File: config.mk
export PLATFORM = sky130hd
export DESIGN_NAME = iecdrv_rom_arbiter
export DESIGN_NICKNAME = d
export VERILOG_FILES = /design/src/rtl/iecdrv_pkg.sv /design/src/rtl/iecdrv_tag_pipe.sv /design/src/rtl/iecdrv_rom_arbiter.sv
export SDC_FILE = /design/constraint.sdc
export NUM_CORES = 1
export LEC_CHECK = 0
export ABC_AREA = 1
export BUFFER_PORTS_ARGS = -buffer_cell sky130_fd_sc_hd__buf_2
export CAP_MARGIN = 20
export CORE_MARGIN = 10
export CORE_UTILIZATION = 48
export DETAILED_ROUTE_END_ITERATION = 10
export GPL_ROUTABILITY_DRIVEN = 0
export PLACE_DENSITY_LB_ADDON = 0.05
export SLEW_MARGIN = 30
export SYNTH_ARGS = -nofsm -noshare
export SYNTH_HDL_FRONTEND = slang
export SYNTH_SLANG_ARGS = --single-unit
File: constraint.sdc
create_clock -name i_clk -period 2.24 [get_ports i_clk]
set_input_delay 0.336 -clock i_clk [delete_from_list [all_inputs] [get_ports i_clk]]
set_output_delay 0.336 -clock i_clk [all_outputs]
set_load 0.01 [all_outputs]
File: src/rtl/iecdrv_pkg.sv
// Shared types and constants for the drive ROM time-slot arbiter.
// Imported by the arbiter top and its tag pipeline.
package iecdrv_pkg;

  localparam int unsigned MAX_DRIVES = 8;
  localparam int unsigned MAX_BANKS  = 8;
  localparam int unsigned ROM_AW     = 15;

  typedef logic [2:0] rom_bank_t;

  typedef enum logic [1:0] {
    IDLE,
    ISSUE,
    DRAIN
  } arb_state_t;

  localparam logic [1:0] ROM_SZ_8K  = 2'b00;
  localparam logic [1:0] ROM_SZ_16K = 2'b01;
  localparam logic [1:0] ROM_SZ_32K = 2'b11;

  // Returns {bit14 enable, bit13 enable}. stdrom keeps bit 13 alive for small images.
  function automatic logic [1:0] hi_bit_en(input logic [1:0] rom_sz, input logic stdrom);
    return {rom_sz[1], rom_sz[0] | stdrom};
  endfunction

endpackage

File: src/rtl/iecdrv_tag_pipe.sv
// Delay line carrying {valid, slot, invalid-bank} alongside an outstanding ROM read,
// so the capture stage knows which drive register the returning byte belongs to.
module iecdrv_tag_pipe #(
  parameter int unsigned DEPTH = 1,
  parameter int unsigned SW    = 2
) (
  input  logic          i_clk,
  input  logic          i_reset,
  input  logic          i_valid,
  input  logic [SW-1:0] i_slot,
  input  logic          i_inv,
  output logic          o_valid,
  output logic [SW-1:0] o_slot,
  output logic          o_inv
);

  logic [DEPTH-1:0]         r_valid;
  logic [DEPTH-1:0]         r_inv;
  logic [DEPTH-1:0][SW-1:0] r_slot;

  always_ff @(posedge i_clk or posedge i_reset) begin
    if (i_reset) begin
      r_valid <= '0;
      r_inv   <= '0;
      r_slot  <= '0;
    end else begin
      r_valid[0] <= i_valid;
      r_inv[0]   <= i_inv;
      r_slot[0]  <= i_slot;
      for (int unsigned s = 1; s < DEPTH; s++) begin
        r_valid[s] <= r_valid[s-1];
        r_inv[s]   <= r_inv[s-1];
        r_slot[s]  <= r_slot[s-1];
      end
    end
  end

  assign o_valid = r_valid[DEPTH-1];
  assign o_slot  = r_slot[DEPTH-1];
  assign o_inv   = r_inv[DEPTH-1];

endmodule

File: src/rtl/iecdrv_rom_arbiter.sv
// Time-slot arbiter sharing one ROM store among up to 8 drive CPUs: each ph2_f starts a
// sweep issuing one read per drive and returning each byte to that drive's data register.
module iecdrv_rom_arbiter
  import iecdrv_pkg::*;
#(
  parameter int unsigned NDR   = 4,
  parameter int unsigned NBANK = 4,
  parameter int unsigned AW    = 15,
  parameter int unsigned RDLAT = 1,
  localparam int unsigned BW   = (NBANK > 1) ? $clog2(NBANK) : 1
) (
  input  logic                    i_clk,
  input  logic                    i_reset,
  input  logic                    i_ph2_f,
  input  logic [NDR-1:0][AW-1:0]  i_drv_addr,
  input  logic [NDR-1:0][BW-1:0]  i_drv_bank,
  input  logic [1:0]              i_rom_sz,
  input  logic                    i_stdrom,
  output logic [BW+AW-1:0]        o_mem_addr,
  input  logic [7:0]              i_mem_q,
  output logic [NDR-1:0][7:0]     o_drv_data,
  output logic [NDR-1:0]          o_drv_valid,
  output logic                    o_busy,
  output logic                    o_overrun
);

  localparam int unsigned SW = (NDR > 1) ? $clog2(NDR) : 1;

  arb_state_t            r_state;
  arb_state_t            w_state_nxt;
  logic [SW-1:0]         r_slot;
  logic [1:0]            r_drain;
  logic [BW+AW-1:0]      r_mem_addr;
  logic                  r_overrun;
  logic [NDR-1:0][7:0]   r_drv_data;
  logic [NDR-1:0]        r_drv_valid;

  logic                  w_last_slot;
  logic                  w_drain_done;
  logic                  w_issue;
  logic [1:0]            w_hi_en;
  logic [AW-1:0]         w_raw_addr;
  logic [AW-1:0]         w_addr_mask;
  logic [BW-1:0]         w_bank;
  logic                  w_bank_inv;
  logic [BW-1:0]         w_bank_eff;
  logic                  w_cap_valid;
  logic [SW-1:0]         w_cap_slot;
  logic                  w_cap_inv;

  assign w_last_slot  = (r_slot == SW'(NDR - 1));
  assign w_drain_done = (r_state == DRAIN) && (r_drain == 2'(RDLAT - 1));
  assign w_issue      = (r_state == ISSUE);

  // FSM: state register
  always_ff @(posedge i_clk or posedge i_reset) begin
    if (i_reset) begin
      r_state <= IDLE;
    end else begin
      r_state <= w_state_nxt;
    end
  end

  // FSM: next state
  always_comb begin
    w_state_nxt = r_state;
    unique case (r_state)
      IDLE:  if (i_ph2_f) w_state_nxt = ISSUE;
      ISSUE: if (w_last_slot) w_state_nxt = DRAIN;
      DRAIN: begin
        // A strobe landing on the final drain clock starts the next sweep directly.
        if (w_drain_done) w_state_nxt = i_ph2_f ? ISSUE : IDLE;
      end
      default: w_state_nxt = IDLE;
    endcase
  end

  // FSM: outputs
  always_comb begin
    o_busy      = (r_state != IDLE);
    o_mem_addr  = r_mem_addr;
    o_overrun   = r_overrun;
    o_drv_data  = r_drv_data;
    o_drv_valid = r_drv_valid;
  end

  always_ff @(posedge i_clk or posedge i_reset) begin
    if (i_reset) begin
      r_slot  <= '0;
      r_drain <= '0;
    end else begin
      if (w_issue && !w_last_slot) begin
        r_slot <= r_slot + SW'(1);
      end else begin
        r_slot <= '0;
      end
      if ((r_state == DRAIN) && !w_drain_done) begin
        r_drain <= r_drain + 2'd1;
      end else begin
        r_drain <= '0;
      end
    end
  end

  always_ff @(posedge i_clk or posedge i_reset) begin
    if (i_reset) begin
      r_overrun <= 1'b0;
    end else if (i_ph2_f && (r_state != IDLE) && !w_drain_done) begin
      r_overrun <= 1'b1;
    end
  end

  // Address masking uses the drive address as it stands in the issue cycle.
  always_comb begin
    w_hi_en     = hi_bit_en(i_rom_sz, i_stdrom);
    w_raw_addr  = i_drv_addr[r_slot];
    w_addr_mask = '0;
    for (int unsigned b = 0; b < AW; b++) begin
      if (b < 13) begin
        w_addr_mask[b] = w_raw_addr[b];
      end else if (b == 13) begin
        w_addr_mask[b] = w_raw_addr[b] & w_hi_en[0];
      end else if (b == ROM_AW - 1) begin
        w_addr_mask[b] = w_raw_addr[b] & w_hi_en[1];
      end
    end
  end

  assign w_bank     = i_drv_bank[r_slot];
  assign w_bank_inv = (32'(w_bank) >= NBANK);
  assign w_bank_eff = w_bank_inv ? '0 : w_bank;

  always_ff @(posedge i_clk or posedge i_reset) begin
    if (i_reset) begin
      r_mem_addr <= '0;
    end else if (w_issue) begin
      r_mem_addr <= {w_bank_eff, w_addr_mask};
    end
  end

  iecdrv_tag_pipe #(
    .DEPTH (RDLAT),
    .SW    (SW)
  ) u_tag_pipe (
    .i_clk   (i_clk),
    .i_reset (i_reset),
    .i_valid (w_issue),
    .i_slot  (r_slot),
    .i_inv   (w_bank_inv),
    .o_valid (w_cap_valid),
    .o_slot  (w_cap_slot),
    .o_inv   (w_cap_inv)
  );

  always_ff @(posedge i_clk or posedge i_reset) begin
    if (i_reset) begin
      r_drv_data  <= {NDR{8'hFF}};
      r_drv_valid <= '0;
    end else begin
      r_drv_valid <= '0;
      if (w_cap_valid) begin
        r_drv_data[w_cap_slot]  <= w_cap_inv ? 8'hFF : i_mem_q;
        r_drv_valid[w_cap_slot] <= 1'b1;
      end
    end
  end

endmodule

Word-level counts from Yosys, hierarchy flattened
Cells that the tools add are included.
Widths: inputs -> output; s select.
{ "word_totals": {"latch_bits": 0, "mem_count": 0, "romBits": 0, "elab_cells": 55, "reg_bits": 63, "inputBits": 82, "mem_bits_rw": 0, "out_inout_bits": 55} }
{ "op_classes": {"n_addsub": 2, "magnitude_cmp": 3, "muxes": 17, "multipliers": 0, "n_eq_ne": 6, "div": 0, "reduce_logical": 12, "bitwise": 3, "n_shift": 0} }
{ "ops": {"columns": ["op", "count"], "rows": [
  ["$bwmux 32", 1],
  ["$bmux 15 s2", 1],
  ["$demux 8 s2", 1],
  ["$mux 15", 1],
  ["$mux 2", 6],
  ["$mux 8", 1],
  ["$logic_and 1x1->1", 6],
  ["$lt 2x3->1 const B", 2],
  ["$ne 2x2->1 const B", 3],
  ["$pmux 2 s3", 1],
  ["$add 2x1->2 const B", 2],
  ["$bmux 2 s2", 1],
  ["$eq 2x2->1 const B", 2],
  ["$logic_not 2->1", 2],
  ["$mux 4", 1],
  ["$reduce_and 3->1", 1],
  ["$and 1x1->1", 2],
  ["$demux 1 s2", 1],
  ["$eq 2x1->1 const B", 1],
  ["$ge 2x1->1 const B", 1],
  ["$logic_not 1->1", 2],
  ["$mux 1", 2],
  ["$reduce_bool 2->1", 1],
  ["$or 1x1->1", 1]
]} }

Longest topological paths before layout
Gate-level depths: netlist of the first run.
{ "logic_depth": {"ltp_word": 5, "depth_mapped": 8, "ltp_nobuf": 6} }

By module
Synthesis of the first run repeated with hierarchy kept, for this count alone.
{ "hier_totals": {"cells_unflattened": 452, "hier_area_um2": 3325.7} }
{ "by_module_without_submodules": {"columns": ["mod", "instances", "area_each_um2", "seq_area_each_um2", "cells_each"], "rows": [
  ["iecdrv_rom_arbiter", 1, 3221.8, 1541.5, 447],
  ["iecdrv_tag_pipe", 1, 103.8, 100.1, 5]
]} }

Least setup slack after synthesis of the first run
No wires, ideal clock.
{ "synth_path": {"path_type": "register to register", "from": "register r_slot[0]", "to": "register r_mem_addr[8], in the netlist o_mem_addr[8]", "period_less_slack_ps": 1109, "n_path_buf": 2, "t_required_ps": 2124, "setup_ps": 116, "slack_ps": 1131, "stages_incl_launch_ff": 9, "arrival_ps": 993, "path_cell_list": "dfrtp_1 > buf_4 > inv_2 > buf_4 > nand2_1 > nand3_1 > nand2_1 > nand2_1 > nand2_1"} }
{ "synth_between": {"elab_chain_len": 2} }
{ "synth_lines": {"columns": ["item", "line_no", "rtl"], "rows": [
  ["from (decl)", "iecdrv_rom_arbiter.sv:31", "logic [SW-1:0] r_slot;"],
  ["from (signal assigned)", "iecdrv_rom_arbiter.sv:93", "r_slot <= r_slot + SW'(1);"],
  ["$bmux 15 s2", "iecdrv_rom_arbiter.sv:116", "w_raw_addr = i_drv_addr[r_slot];"],
  ["$mux 15 (not written as such)", "iecdrv_rom_arbiter.sv:116", null],
  ["to (signal assigned)", "iecdrv_rom_arbiter.sv:137", "r_mem_addr <= {w_bank_eff, w_addr_mask};"],
  ["to (decl)", "iecdrv_rom_arbiter.sv:33", "logic [BW+AW-1:0] r_mem_addr;"]
]} }
No other way between the ends. The select of a mux whose other input is x is not followed.
A chain may end at the register's enable or synchronous reset.

Final worst setup path of the first run
{ "layout_path": {"from": "register r_slot[0]", "to": "register r_mem_addr[5], in the netlist o_mem_addr[5]"} }
Same word-level chain as after synthesis.

==> results of run 1 <==
-- cell type report --
| class | count | area share |
|---|---|---|
| Sequential cell | 63 | 0.3993 |
| Multi-Input combinational cell | 257 | 0.2707 |
| Timing Repair Buffer | 139 | 0.1768 |
| Inverter | 85 | 0.07880 |
| Clock buffer | 10 | 0.03399 |
| Tap cell | 77 | 0.02379 |
| Clock inverter | 6 | 0.01669 |
-- flip-flops by register name, summed over array words and instances, names as in the netlist, 2 cells and up --
signal	flops
o_drv_data	32
o_drv_valid	4
o_mem_addr	17
r_drain	2
r_slot	2
r_state	2
u_tag_pipe.o_slot	2
-- stage by stage --
| stage | total power [mW] | area, µm² | cells |
|---|---|---|---|
| after global routing | 6.097 | 4049 | 637 |
| final | 5.536 | 4049 | 637 |
| after floorplan | 3.789 | 3146 | 421 |
| after CTS | 5.616 | 4049 | 637 |
| after global placement | 4.527 | 3844 | 621 |
| after detailed placement | 4.591 | 3844 | 621 |
-- power groups by stage --
stage | clock, mW | combinational (mW) | sequential, mW
CTS | 1.03 | 2.39 | 2.20
floorplan | 0 | 1.41 | 2.38
detailed placement | 0 | 2.39 | 2.21
global placement | 0 | 2.34 | 2.19
finish | 1.00 | 2.34 | 2.20
global route | 1.08 | 2.75 | 2.27
-- routing by layer --
layer | track usage | vias to the layer above | wire (µm)
met1 | 0.2002 | 1224 | 3630
met5 | 0 | - | 0
met4 | 0.06217 | 0 | 148
met2 | 0.2683 | 117 | 3818
li1 | - | 1515 | -
met3 | 0.06241 | 11 | 829
-- cell families (layout without fill, tap and decap cells) --
family / count (synthesis) / after routing / share of synthesized area
buffers and inverters: 101 / 240 / 0.1376
flip-flops: 63 / 63 / 0.5139
AO/OA/AOI/OAI: 35 / 35 / 0.05648
AND/OR/NAND/NOR: 220 / 220 / 0.2840
adder cells (fa/ha/maj): 2 / 2 / 0.007954
-- synthesized netlist by cell type, drive strengths merged --
cell      n  area share
nand3b    1      0.0024
nand3    37       0.059
buf      16       0.036
dfstp    32        0.27
nor2      9       0.014
inv      85        0.10
a21boi    1      0.0024
nand2   173        0.21
dfrtp    31        0.25
ha        2      0.0080
o21ai    34       0.054
-- worst min-delay path, cell delays in order --
cell	delay, ns
buf_2	0.10
inv_2	0.06
buf_12	0.30
-- final timing paths --
path,slack [ns],end
worst max-delay path,0.74,o_mem_addr[5]
worst min-delay path,0.06,o_drv_valid[3]
worst max register to register,0.74,o_mem_addr[5]
worst min register to register,0.45,r_drain[0]
max in group asynchronous,1.88,o_drv_data[2]
min in group i_clk,0.26,o_overrun
==> reports/qor.txt, run 1 <==
RSZ-0062 raised after global routing -> no
CP startpoint -> r_slot[0]
Required @ worst endpoint -> 2.47 ns
CP Depth -> 6
crit path max fanout -> 34
DR WL/cell -> 13.23 µm
Synth Register Bits -> 63
commonest non-fill, non-tap cell in the layout -> nand2_1
Max Buffers Root-to-Sink -> 2
Post-Synthesis Cells -> 421
startpoint types -> flop
FF-to-FF Start -> r_slot[0]
net switching power -> 2.250 mW
CP Buf/Inv Count -> 1
pre-CTS setup slack -> 0.7490 ns
Fillers -> 607
CTS tree -> yes
Setup-failing EPs final -> 0
Worst-path clk slew -> 0.07 ns
syn_area_per_cell -> 7.472 µm²
combinational power share -> 0.422
Skew-Pair Late Insertion Delay -> 0.33 ns
Sw Ratio -> 0.4064
most frequent CP cell -> nand2_1
share of cells above drive strength 1 -> 0.3500
sequential area share after synthesis -> 0.5139
CP peak stage delay -> 0.54 ns
initial antenna violation count -> 0
remaining global-route overflow -> 0
count of different cell masters after synthesis -> 18
multi-input logic area -> 1096 µm²
vias -> 2867
Slowest cell on crit path -> dfrtp_1
Leak -> 2.460 nW
CP top delay family -> flip-flops
DIE HEIGHT -> 101.0 µm
All-Layer GR Usage -> 0.1674
first-pass GRT wire length -> 14020 µm
Setup crit end kind -> flop
drt via density -> 4.501
Hold Slack -> 0.05626 ns
Pint -> 3.286 mW
DRT Pass-1 Iters -> 4
setup_tns -> 0 ns
number of global-route vias before repair -> 3033
CP Cell Sequence -> inv_2, nand2_1, nand3_1, nand2_1, nand2_1, nand2_1
Max-Cap Viols -> 0
Core Rows -> 29
Clk pwr share -> 0.181
Hold Vio Cnt, Final -> 0
fmax -> 666.4 MHz
Flop pwr share -> 0.397
commonest non-fill, non-tap cells in the layout -> 170 x nand2_1, 136 x buf_2, 81 x inv_1
Seq. cell area -> 1617 µm²
Worst slew margin -> 0.6212
area of the core -> 6350 µm²
post-CTS setup buffers -> 0
Hold WC Path Type -> in2async
Mapped Area -> 3146 µm²
H-tree depth -> 3
Final Critical Period -> 1.501 ns
skew final -> 0.006465 ns
VDD IR max -> 834.2 µV
drt initial violations -> 123
R2R depth -> 6
Chip Width -> 101.0 µm
clock sink count -> 63
status -> finished, final reports clean
Initial Utilization -> 0.4954
Area Growth Syn to Fin -> 28.72%
largest net degree at the start of global routing -> 64
Final nets -> 639
full die area -> 10190 µm²
wirelength, routed -> 8425 µm
# DRC -> 0
PD cells -> 1367 nW/µm²
hold_buf cts -> 0
Synth Warn # -> 0
# port buffers -> 136
Routed Antenna Nets -> 0
Antenna diodes -> 0
syn_nets -> 505
Root Driver -> clkbuf_8
hpwl dp -> 6429 µm
final worst path period share -> 0.6699
worst slew pin tran -> 0.5667 ns
post_cts resized -> 0
io pins -> 137
Final Core Density -> 0.6376
Crit Path Class -> reg2reg
Worst Path Arrival -> 1.73 ns
final worst slack -> 0.7395 ns
Inserted Clock Buffers -> 9
max-slew violations -> 0
(Power assumes the default switching activity.)
==> inputs of run 2 (changes only) <==
==> constraint.sdc (replaced) <==
create_clock -name i_clk -period 1.5 [get_ports i_clk]
set_input_delay 0.225 -clock i_clk [delete_from_list [all_inputs] [get_ports i_clk]]
set_output_delay 0.225 -clock i_clk [all_outputs]
set_load 0.01 [all_outputs]
==> run 2 against run 1 <==
  * Die area stayed put
  * Critical path depth is 3 lower
  * Global-route usage is 0.38 points higher
  * Critical endpoint is now o_busy
  * Largest power group unchanged
==> reports/qor.txt, run 2 (same netlist as run 1, synthesis figures left out) <==
Area Growth Syn to Fin -> 29.99%
vias -> 2945
CP top delay family -> flip-flops
number of global-route vias before repair -> 3076
setup_tns -> 0 ns
Inserted Clock Buffers -> 9
Final Core Density -> 0.6439
fmax -> 760.2 MHz
HP Start -> i_ph2_f
RSZ-0062 raised after global routing -> no
# port buffers -> 136
All-Layer GR Usage -> 0.1713
H-tree depth -> 3
Required @ worst endpoint -> 1.27 ns
largest net degree at the start of global routing -> 35
Final nets -> 646
Worst-path clk slew -> 0.07 ns
remaining global-route overflow -> 0
commonest non-fill, non-tap cells in the layout -> 170 x nand2_1, 136 x buf_2, 81 x inv_1
worst slew pin tran -> 0.5605 ns
hpwl dp -> 6778 µm
# DRC -> 0
Skew-Pair Late Insertion Delay -> 0.34 ns
wirelength, routed -> 8655 µm
CP startpoint -> r_state[0]
DRT Pass-1 Iters -> 6
skew final -> 0.006012 ns
DR WL/cell -> 13.44 µm
crit path max fanout -> 4
share of cells above drive strength 1 -> 0.3563
io pins -> 137
Antenna diodes -> 0
max FFs per register -> 32
Worst slew margin -> 0.6253
clock sink count -> 63
Crit Path Class -> reg2out
first-pass GRT wire length -> 14190 µm
Hold Vio Cnt, Final -> 0
startpoint types -> flop
Hold WC Path Type -> in2reg
CTS tree -> yes
VDD IR max -> 1228 µV
initial antenna violation count -> 0
Setup crit end kind -> output port
multi-input logic area -> 1096 µm²
PD cells -> 2000 nW/µm²
max-slew violations -> 0
final worst path period share -> 0.8770
CP Buf/Inv Count -> 2
drt initial violations -> 133
DIE HEIGHT -> 101.0 µm
Initial Utilization -> 0.4954
Leak -> 2.483 nW
CP peak stage delay -> 0.40 ns
Slowest cell on crit path -> dfrtp_1
full die area -> 10190 µm²
Max Buffers Root-to-Sink -> 2
FF-to-FF Start -> u_tag_pipe.o_slot[1]
Hold Slack -> 0.1243 ns
drt via density -> 4.573
status -> finished, final reports clean
CP Cell Sequence -> inv_1, nand2_1, buf_2
Seq. cell area -> 1617 µm²
Worst Path Arrival -> 1.09 ns
Core Rows -> 29
Max-Cap Viols -> 0
Chip Width -> 101.0 µm
post-CTS setup buffers -> 0
Fillers -> 605
Final Critical Period -> 1.316 ns
area of the core -> 6350 µm²
Routed Antenna Nets -> 0
Setup-failing EPs final -> 0
Root Driver -> clkbuf_8
commonest non-fill, non-tap cell in the layout -> nand2_1
==> run 2: cell count changes in the layout (fill, tap and decap cells not counted), sizes merged <==
| cell | before | now |
|---|---|---|
| clkinvlp | 1 | 2 |
| dlygate4sd3 | 0 | 1 |
| inv | 87 | 84 |
| clkinv | 2 | 5 |
| buf | 139 | 145 |
| bufinv | 1 | 0 |
==> run 2: per-stage QoR <==
step                      setup WS, ns  instance area, µm²  total power [mW]  std cells
after global routing           0.03962                4089             8.969        644
after global placement          0.3214                3905             6.858        627
after CTS                       0.1689                4089             8.294        644
after floorplan                 0.3908                3149             5.659        421
final                           0.1845                4089             8.178        644
after detailed placement        0.2314                3905             6.981        627
==> run 2: tightest hold or removal path, stage by stage <==
cell and delay, ns:
buf_2 0.08, o21ai_0 0.07, nand2_1 0.05
==> run 2: repair_timing <==
item / 4_1_cts / 5_1_grt
gates resized for setup: 0 / 0
endpoints found under the hold margin: 6 / 0
hold buffers: 1 / 0
==> run 2: final timing paths <==
path	end	slack (ns)	depth (start not counted)
max	o_busy	0.18	3
min reg2reg	r_drain[0]	0.43	1
min in group asynchronous	o_overrun	0.43	3
min	o_overrun	0.12	3
max reg2reg	o_drv_data[14]	0.22	3
max in group asynchronous	o_drv_data[6]	0.53	4
==> run 2: report_power, final <==
| group | switching [mW] | internal [mW] |
|---|---|---|
| clock network | 0.658 | 0.634 |
| logic | 2.25 | 1.38 |
| registers | 0.456 | 2.80 |
| total | 3.36 | 4.81 |
==> run 2: final cells by class <==
type                            instances  area share
Sequential cell                        63      0.3953
Multi-Input combinational cell        257      0.2681
Timing Repair Buffer                  146      0.1916
Inverter                               85     0.07895
Clock buffer                           10     0.03366
Tap cell                               77     0.02356
Clock inverter                          6    0.008874
==> run 2: metal layers <==
metal / track usage / vias up / routed length (µm)
met5: 0 / - / 0
met3: 0.08093 / 9 / 863
li1: - / 1533 / -
met4: 0.05145 / 0 / 123
met1: 0.1953 / 1296 / 3505
met2: 0.2791 / 107 / 4163
